===== src/rtl/afu_fifo_pkg.sv =====
// Shared sizing constants and types for the AFU MMIO FIFO buffer.
// Width/depth defaults and the occupancy-counter type live here.
package afu_fifo_pkg;

    localparam int FIFO_WIDTH = 64;
    localparam int FIFO_DEPTH = 8;
    localparam int FIFO_CNT_W = $clog2(FIFO_DEPTH) + 1;

    typedef logic [FIFO_CNT_W-1:0] t_fifo_cnt;

endpackage


===== src/rtl/fifo_mem_2p.sv =====
// Register-array storage: one write port, one registered read port.
// Only the read register is reset; the array itself is not.
module fifo_mem_2p #(
    parameter int WIDTH = 64,
    parameter int DEPTH = 8,
    parameter int AW    = $clog2(DEPTH)
) (
    input  logic             clk,
    input  logic             rst,
    input  logic             we,
    input  logic [AW-1:0]    waddr,
    input  logic [WIDTH-1:0] wdata,
    input  logic             re,
    input  logic [AW-1:0]    raddr,
    output logic [WIDTH-1:0] rdata
);

    logic [WIDTH-1:0] mem [DEPTH];

    always_ff @(posedge clk) begin
        if (we) begin
            mem[waddr] <= wdata;
        end
    end

    // Read-before-write: same-address push and pop return the old entry.
    always_ff @(posedge clk) begin
        if (rst) begin
            rdata <= '0;
        end else if (re) begin
            rdata <= mem[raddr];
        end
    end

endmodule


===== src/rtl/mmio_fifo_buf.sv =====
// MMIO-facing FIFO: push/pop decode, pointers, occupancy and sticky errors.
// Storage sits in fifo_mem_2p; rd_data is its registered read port.
module mmio_fifo_buf
    import afu_fifo_pkg::*;
#(
    parameter int WIDTH = FIFO_WIDTH,
    parameter int DEPTH = FIFO_DEPTH
) (
    input  logic                   clk,
    input  logic                   rst,
    input  logic                   wr_en,
    input  logic [WIDTH-1:0]       wr_data,
    input  logic                   rd_en,
    input  logic                   clr_err,
    output logic [WIDTH-1:0]       rd_data,
    output logic                   rd_valid,
    output logic                   full,
    output logic                   empty,
    output logic [$clog2(DEPTH):0] count,
    output logic                   overflow,
    output logic                   underflow
);

    localparam int PW = $clog2(DEPTH);
    localparam int CW = PW + 1;

    logic [PW-1:0] wr_ptr;
    logic [PW-1:0] rd_ptr;
    logic          push_ok;
    logic          pop_ok;

    assign full    = (count == CW'(DEPTH));
    assign empty   = (count == '0);
    assign pop_ok  = rd_en && !empty;
    assign push_ok = wr_en && (!full || pop_ok);

    fifo_mem_2p #(
        .WIDTH (WIDTH),
        .DEPTH (DEPTH),
        .AW    (PW)
    ) u_mem (
        .clk   (clk),
        .rst   (rst),
        .we    (push_ok && !rst),
        .waddr (wr_ptr),
        .wdata (wr_data),
        .re    (pop_ok && !rst),
        .raddr (rd_ptr),
        .rdata (rd_data)
    );

    always_ff @(posedge clk) begin
        if (rst) begin
            wr_ptr    <= '0;
            rd_ptr    <= '0;
            count     <= '0;
            rd_valid  <= 1'b0;
            overflow  <= 1'b0;
            underflow <= 1'b0;
        end else begin
            rd_valid <= pop_ok;
            if (push_ok) begin
                wr_ptr <= wr_ptr + 1'b1;
            end
            if (pop_ok) begin
                rd_ptr <= rd_ptr + 1'b1;
            end
            if (push_ok && !pop_ok) begin
                count <= count + 1'b1;
            end else if (pop_ok && !push_ok) begin
                count <= count - 1'b1;
            end
            // A same-cycle error event outranks the clear.
            if (wr_en && !push_ok) begin
                overflow <= 1'b1;
            end else if (clr_err) begin
                overflow <= 1'b0;
            end
            if (rd_en && !pop_ok) begin
                underflow <= 1'b1;
            end else if (clr_err) begin
                underflow <= 1'b0;
            end
        end
    end

endmodule


===== config.mk =====
export PLATFORM = sky130hd
export DESIGN_NAME = mmio_fifo_buf
export DESIGN_NICKNAME = d
export VERILOG_FILES = /design/src/rtl/afu_fifo_pkg.sv /design/src/rtl/fifo_mem_2p.sv /design/src/rtl/mmio_fifo_buf.sv
export SDC_FILE = /design/constraint.sdc
export NUM_CORES = 1
export LEC_CHECK = 0
export CAP_MARGIN = 20
export CORE_AREA = 5 5 197 237
export DETAILED_ROUTE_END_ITERATION = 10
export DIE_AREA = 0 0 202 242
export PLACE_DENSITY = 0.66
export SLEW_MARGIN = 20
export SYNTH_ARGS = -nofsm -noshare
export SYNTH_HDL_FRONTEND = slang
export SYNTH_SLANG_ARGS = --single-unit

===== constraint.sdc =====
create_clock -name clk -period 22.4 [get_ports clk]
set_clock_uncertainty 0.1 [all_clocks]
set_input_delay 2.24 -clock clk [delete_from_list [all_inputs] [get_ports clk]]
set_output_delay 2.24 -clock clk [all_outputs]
set_load 0.02 [all_outputs]

==> results by group, run 1 <==
Timing
  – Unrepaired setup endpoints after global routing: false
  – Max_slew headroom: 0.263
  – Final setup violation count: 0
  – Post-route clock period utilization: 0.246
  – Min Tclk post-route: between 5 and 6 ns
  – Setup Total Neg Slack: 0 ns
  – Slew Limit Fails: 0
  – Slew @ Worst Pin: 1.11 ns
  – Fmax: between 150 and 200 MHz
  – Final hold viol count: 0

Clock network
  – Number of post-CTS setup repair buffers: 0
  – Maximum clock insertion buffer count: 3
  – Clk_lat worst skew: between 0.5 and 0.6 ns
  – Clk root buf: clkbuf_16
  – H-tree Lvls: 2
  – CTS buffer count: 55
  – Post-CTS resize count: 0
  – Clk sinks: 589
  – CTS tree: done
  – Clock-pin slew on the worst setup and hold paths: 0.06 ns
  – CTS Hold Bufs: 0

Global routing
  – First-pass GRT wire length: about 69000 µm
  – Largest net degree at the start of global routing: between 70 and 80
  – Initial antenna violation count: 5
  – Grt ovf: 0
  – Vias in the first global route: ~11000
  – Gr usage total: 0.183

Detailed routing
  – Met1 Routed Length: approximately 19000 µm
  – Highest Signal Layer: met5
  – Number of remaining DRC errors: 0
  – Starting DRC count in detailed routing: 780
  – Via/cell ratio: between 5 and 6
  – WL met3: 2530 µm
  – Wire length per cell: approximately 25 µm
  – Met2 WL: 22700 µm
  – 1st-pass router iterations: 6
  – Via Count: between 10000 and 15000
  – Total routed wirelength: 45000 µm
  – Final ANT Viol Nets: 0

Layout
  – Final instance count without filler cells: about 1800
  – NumNets Final: roughly 1300
  – Layout cells sized above 1: 0.248
  – Area Overhead vs Synth: 17.5%

Worst setup path
  – Critical Path RT: ~23 ns
  – Crit-path cells: clkdlybuf4s50_1 > o41a_2 > buf_4 > inv_1 > ha_1 > inv_1 > ha_1 > a21oi_1 > a211oi_1 > a31oi_1 > mux2_2
  – Crit. path cell count: 11
  – Slowest-stage cell, CP: o41a_2
  – Crit path buf inv count: 4
  – Critical Setup Path Class: primary input to flop
  – Worst-path maximum fanout: 43
  – Slowest cell delay on critical path: approximately 0.73 ns
  – CP endpoint kind: flop
  – Delay-heaviest family, CP: buffers and inverters
  – Arrival time at the worst endpoint: ~6 ns
  – Crit path launch type: primary input
  – Worst-case reg-to-reg path depth: 10

Synthesis
  – Post-synthesis instance area: 0.0218 mm²
  – Post-synth cell types: 34
  – Most used DFF post-synth: edfxtp_1
  – Post-synthesis area per instance: about 21 µm²
  – Number of synthesized flops with an enable pin: between 500 and 600
  – YS warnings: 0
  – Synth Net Count: roughly 1100
  – Asr flop ratio synth: 0
  – Syn Inst Count: 1037
  – FF+latch count, synth: ~590
  – Seq/Total Area, Yosys: 0.775

Pwr
  – P per Cell Area: 111 mW/mm²
  – Pleak: 8.03 nW
  – Peak supply drop: between 70 and 80 µV
  – Power consumption: ~2.8 mW

Place
  – Routability cong.: between 0.7 and 0.8
  – Dpl hpwl: 23300 µm
  – Number of buffers added on ports: between 100 and 150
  – Placed Cells: approximately 1700

Die
  – Die X-Extent: a little over 200 µm
  – Die Span Y: 242 µm
  – Die area: slightly below 0.05 mm²
  – Starting Density: 0.492
  – Core Box Area: 0.0443 mm²
  – IO Count: 142
  – Row cnt: 85

Worst hold path
  – Type of the tightest min-delay check: flop to flop
  – Hold Crit Depth: 2

Job
  – Max-cap violations: 0

Status
  – Status: completed
==> final cells by class <==
cell class	instances	area, µm²
clock inverters	15	121
fillers	3276	18700
repair buffers	160	1550
diodes	3	7.51
multi-input cells	385	4620
flip-flops and latches	589	16900
clock buffers	87	1690
well taps	565	707
inverters	4	15.0
==> cell usage in the layout, fill, tap and decap left out, types with 2 or more instances in the layout <==
master             n
clkbuf_8          15
edfxtp_1         512
mux4_2           128
nor2b_1            3
nor3_2            62
clkbuf_1          15
diode_2            3
nor2_1            77
nand2_1            8
xnor2_1            2
clkdlybuf4s50_1  140
clkbuf_16         57
xor2_1             2
clkinv_1           5
nand2b_1           2
dfxtp_1           75
nor4_2             2
buf_4             20
nor3_1             4
nor2_4             4
inv_1              4
ha_1               5
o22ai_1           64
bufinv_16          2
a21oi_1            8
dfxtp_4            2
clkinv_2           7
==> logic make-up (layout without fill, tap and decap cells) <==
logic type / after synthesis / in the layout / synth area share
AO/OA/AOI/OAI: 77 / 77 / 0.0221
XOR/XNOR: 4 / 4 / 0.00161
adder cells (fa/ha/maj): 6 / 6 / 0.00378
buffers and inverters: 63 / 266 / 0.0155
flip-flops: 589 / 589 / 0.775
multiplexers: 130 / 130 / 0.133
other: 0 / 3 / 0
AND/OR/NAND/NOR: 168 / 168 / 0.0486
==> stage by stage <==
step,area [µm²],utilization,worst slack [ns],hold slack (ns)
after floorplan,21800,-,12.89,0.362
after global placement,23800,0.537,16.30,0.372
after detailed placement,23800,0.537,16.25,0.388
after CTS,25600,0.578,16.86,0.396
after global routing,25600,0.578,16.66,0.432
final,25600,0.578,16.90,0.399
==> path summary, 6_finish.rpt <==
check | startpoint | endpoint | slack, ns
max | rd_en | count[3] | 16.90
min | wr_ptr[0] | wr_ptr[0] | 0.40
max reg2reg | count[0] | count[3] | 18.57
min reg2reg | wr_ptr[0] | wr_ptr[0] | 0.40
==> Yosys cell counts, drive strengths merged (2+ instances only) <==
cell type / instances / share of area
nor4: 3 / 0.00086
nand2: 9 / 0.0019
clkbuf: 23 / 0.0040
nor3: 66 / 0.029
nor2: 81 / 0.014
xor2: 2 / 0.00080
nor2b: 3 / 0.00086
inv: 4 / 0.00069
ha: 5 / 0.0029
a21oi: 8 / 0.0018
nand2b: 3 / 0.00097
buf: 36 / 0.011
mux4: 128 / 0.13
edfxtp: 512 / 0.70
dfxtp: 77 / 0.071
xnor2: 2 / 0.00080
o22ai: 64 / 0.018
==> state kept, by name, indices dropped and copies added (netlist names) <==
| register | flops |
|---|---|
| rd_valid | 1 |
| u_mem.rdata | 64 |
| u_mem.mem | 512 |
| wr_ptr | 3 |
| overflow | 1 |
| count | 4 |
| rd_ptr | 3 |
| underflow | 1 |
==> worst register-to-register path, delay by kind of cell (launching register included) <==
family,cells,cell delay (ns)
AO/OA/AOI/OAI,4,1.26
buffers and inverters,3,1.00
adder cells (fa/ha/maj),2,0.52
flip-flops,1,0.49
multiplexers,1,0.35
==> power breakdown <==
group / internal (mW) / switching (mW)
registers: 1.26 / 0.0612
logic: 0.290 / 0.309
clock network: 0.537 / 0.379
==> per-layer routing <==
| metal | GRT usage | up-vias |
|---|---|---|
| met5 | 0 | - |
| met3 | 0.0352 | 65 |
| met4 | 0.0493 | 6 |
| li1 | - | 4571 |
| met2 | 0.305 | 280 |
| met1 | 0.251 | 5492 |
No activity file was read; power rests on OpenSTA's default activity.
==> run 2, diff against run 1 <==
==> constraint.sdc (replaced) <==
create_clock -name clk -period 5.6 [get_ports clk]
set_clock_uncertainty 0.1 [all_clocks]
set_input_delay 0.56 -clock clk [delete_from_list [all_inputs] [get_ports clk]]
set_output_delay 0.56 -clock clk [all_outputs]
set_load 0.02 [all_outputs]
==> run 2 against run 1 <==
Wire length is 0.65% lower. Power grew to 4.0 times the previous value. Global-route usage about the same. Cell count increased by 0.22%. Count of clock-buffer cells in the layout decreased by 4. Design area increased by 0.55%. Die area unchanged. Critical path depth fell by 2. Register-to-register slack worse by 16 ns.
==> results by group, run 2 (synthesized netlist as in run 1, its figures left out) <==
Status
  – Status: completed

Pwr
  – P per Cell Area: 444 mW/mm² (+300%)
  – Comb power frac: 0.207 (-0.004)
  – Switch share: 0.264 (about the same)
  – Peak supply drop: 286 µV (+310%)
  – Pleak: 8.07 nW (+0.42%)
  – Sw Pwr: 3.02 mW (+300%)
  – Clock share of power: 0.327 (+0.004)
  – Reg power frac: 0.466 (about the same)
  – Internal power: 8.43 mW (+300%)

Die
  – Core Box Area: 0.0443 mm² (unchanged)
  – Die area: 0.0489 mm² (unchanged)
  – Starting Density: 0.492 (unchanged)
  – Die Span Y: 242 µm (unchanged)
  – Row cnt: 85 (unchanged)
  – IO Count: 142 (unchanged)
  – Die X-Extent: 202 µm (unchanged)

Detailed routing
  – Total routed wirelength: 44700 µm (-0.65%)
  – Highest Signal Layer: met5
  – Met1 Routed Length: 18600 µm (-1.1%)
  – Number of remaining DRC errors: 0 (unchanged)
  – Starting DRC count in detailed routing: 785 (+0.64%)
  – WL met3: 2330 µm (-7.7%)
  – Final ANT Viol Nets: 0 (unchanged)
  – Via Count: 10500 (+0.53%)
  – Via/cell ratio: 5.78 (+0.31%)
  – 1st-pass router iterations: 4 (-2)
  – Wire length per cell: 24.7 µm (-0.87%)
  – Met2 WL: 23000 µm (+1.1%)

Layout
  – Multi-input logic area: 0.00465 mm² (+0.65%)
  – Fillers: 3215 (-1.9%)
  – Area Overhead vs Synth: 18.2%
  – Top reg by flops: u_mem.mem
  – Largest regs: u_mem.mem (512), u_mem.rdata (64), count (4)
  – Commonest non-fill, non-tap cell in the layout: edfxtp_1
  – Max FFs per register: 512 (unchanged)
  – Layout cells sized above 1: 0.246 (-0.00180)
  – Most frequent cells in the layout: edfxtp_1, clkdlybuf4s50_1, mux4_2
  – NumNets Final: 1273 (+0.24%)
  – Storage element area: 0.0169 mm² (unchanged)

Worst setup path
  – Slowest-stage cell, CP: o41a_2
  – R2R Path Start: count[0]
  – Critical Setup Path Class: flop to flop
  – Delay-heaviest family, CP: compound AO/OA/AOI/OAI gates
  – Crit path launch type: flop
  – Crit-path cells: o41a_2 > inv_1 > ha_1 > inv_1 > ha_1 > a21oi_1 > a211oi_1 > a31oi_1 > mux2_2
  – Arrival time at the worst endpoint: 3.40 ns (-2.47 ns)
  – Worst-path maximum fanout: 25 (-42%)
  – Crit. path cell count: 9 (-2)
  – CP endpoint kind: flop
  – Worst-case reg-to-reg path depth: 9 (-1)
  – Worst Setup EP: count[3]
  – Setup crit start: count[0]
  – Critical Path RT: 5.96 ns (-16.80 ns)
  – Crit path buf inv count: 2 (-2)
  – R2R Setup Slk: 2.57 ns (-16.00 ns)
  – Critical R2R Capture: count[3]
  – Slowest cell delay on critical path: 0.80 ns (+0.07 ns)

Clock network
  – Clk root buf: clkbuf_16
  – CTS Hold Bufs: 0 (unchanged)
  – Clock-pin slew on the worst setup and hold paths: 0.06 ns (about the same)
  – Clk sinks: 589 (unchanged)
  – Number of post-CTS setup repair buffers: 0 (unchanged)
  – CTS tree: done
  – Clk_lat worst skew: 0.58 ns (about the same)
  – Maximum clock insertion buffer count: 3 (unchanged)
  – H-tree Lvls: 2 (unchanged)
  – CTS buffer count: 55 (unchanged)
  – Post-CTS resize count: 0 (unchanged)

Timing
  – Final WS setup: 2.57 ns (-14.33 ns)
  – Max_slew headroom: 0.370 (+0.107)
  – Post-route clock period utilization: 0.542
  – Unrepaired setup endpoints after global routing: false
  – Setup Total Neg Slack: 0 ns (unchanged)
  – Hold Slack: 0.292 ns (-0.108 ns)
  – Final setup violation count: 0 (unchanged)
  – Fmax: around 330 MHz
  – Slew @ Worst Pin: 0.945 ns (-0.161 ns)
  – Min Tclk post-route: a little over 3 ns
  – Final hold viol count: 0 (unchanged)
  – Slew Limit Fails: 0 (unchanged)

Global routing
  – Gr usage total: 0.183 (-0.000320)
  – Vias in the first global route: 11000 (+1.5%)
  – Grt ovf: 0 (unchanged)
  – Initial antenna violation count: 4 (-1)
  – First-pass GRT wire length: 68300 µm (-0.52%)
  – Largest net degree at the start of global routing: 81 (+11%)

Place
  – Number of buffers added on ports: 141 (unchanged)
  – Dpl hpwl: 24000 µm (+2.8%)
  – Place WS: 2.00 ns (-14.25 ns)
  – Routability cong.: 0.665 (-7.5%)

Worst hold path
  – Type of the tightest min-delay check: primary input to flop
  – Hold Crit Depth: 2 (unchanged)

Job
  – Max-cap violations: 0 (unchanged)
run 2: cell count changes in the layout (fill, tap and decap cells not counted), sizes merged:
cell / previous run / this run
inv: 4 / 5
clkinv: 12 / 14
clkbuf: 87 / 83
diode: 3 / 2
bufinv: 2 / 5
buf: 20 / 23
run 2: area by class of cell:
cell class                      instances  area share
Inverter                                4    0.000582
Tap cell                              565      0.0274
Antenna cell                            2    0.000194
Sequential cell                       589       0.656
Timing Repair Buffer                  163      0.0635
Clock inverter                         21     0.00917
Multi-Input combinational cell        385       0.181
Clock buffer                           83      0.0622
run 2: metrics by stage:
step                total power [mW]  instances  cell area, µm²   util
finish                          11.4       1812           25800  0.581
global route                    11.9       1810           25800  0.581
CTS                             11.6       1810           25800  0.581
detailed placement              7.85       1706           23900  0.540
global placement                7.82       1706           23900  0.540
floorplan                       7.00       1037           21800      -
run 2: layer usage:
layer	track usage	up-vias
met5	0	-
met4	0.0434	6
met3	0.0324	62
met2	0.316	272
met1	0.244	5534
li1	-	4595
run 2: worst min path at each step:
stage               slack [ns]       startpoint         endpoint
finish                    0.29              rst         count[1]
global route              0.27              rst        rd_ptr[2]
floorplan                 0.36        wr_ptr[0]        wr_ptr[0]
CTS                       0.26              rst         count[1]
detailed placement        0.38  u_mem.rdata[20]  u_mem.rdata[20]
global placement          0.38  u_mem.rdata[32]  u_mem.rdata[32]
run 2: power groups by stage:
stage               Sequential, mW  Clock [mW]  Combinational [mW]
finish                        5.33        3.75                2.36
global route                  5.39        4.01                2.55
CTS                           5.35        3.83                2.41
detailed placement            5.44           0                2.41
global placement              5.44           0                2.38
floorplan                     5.51           0                1.49
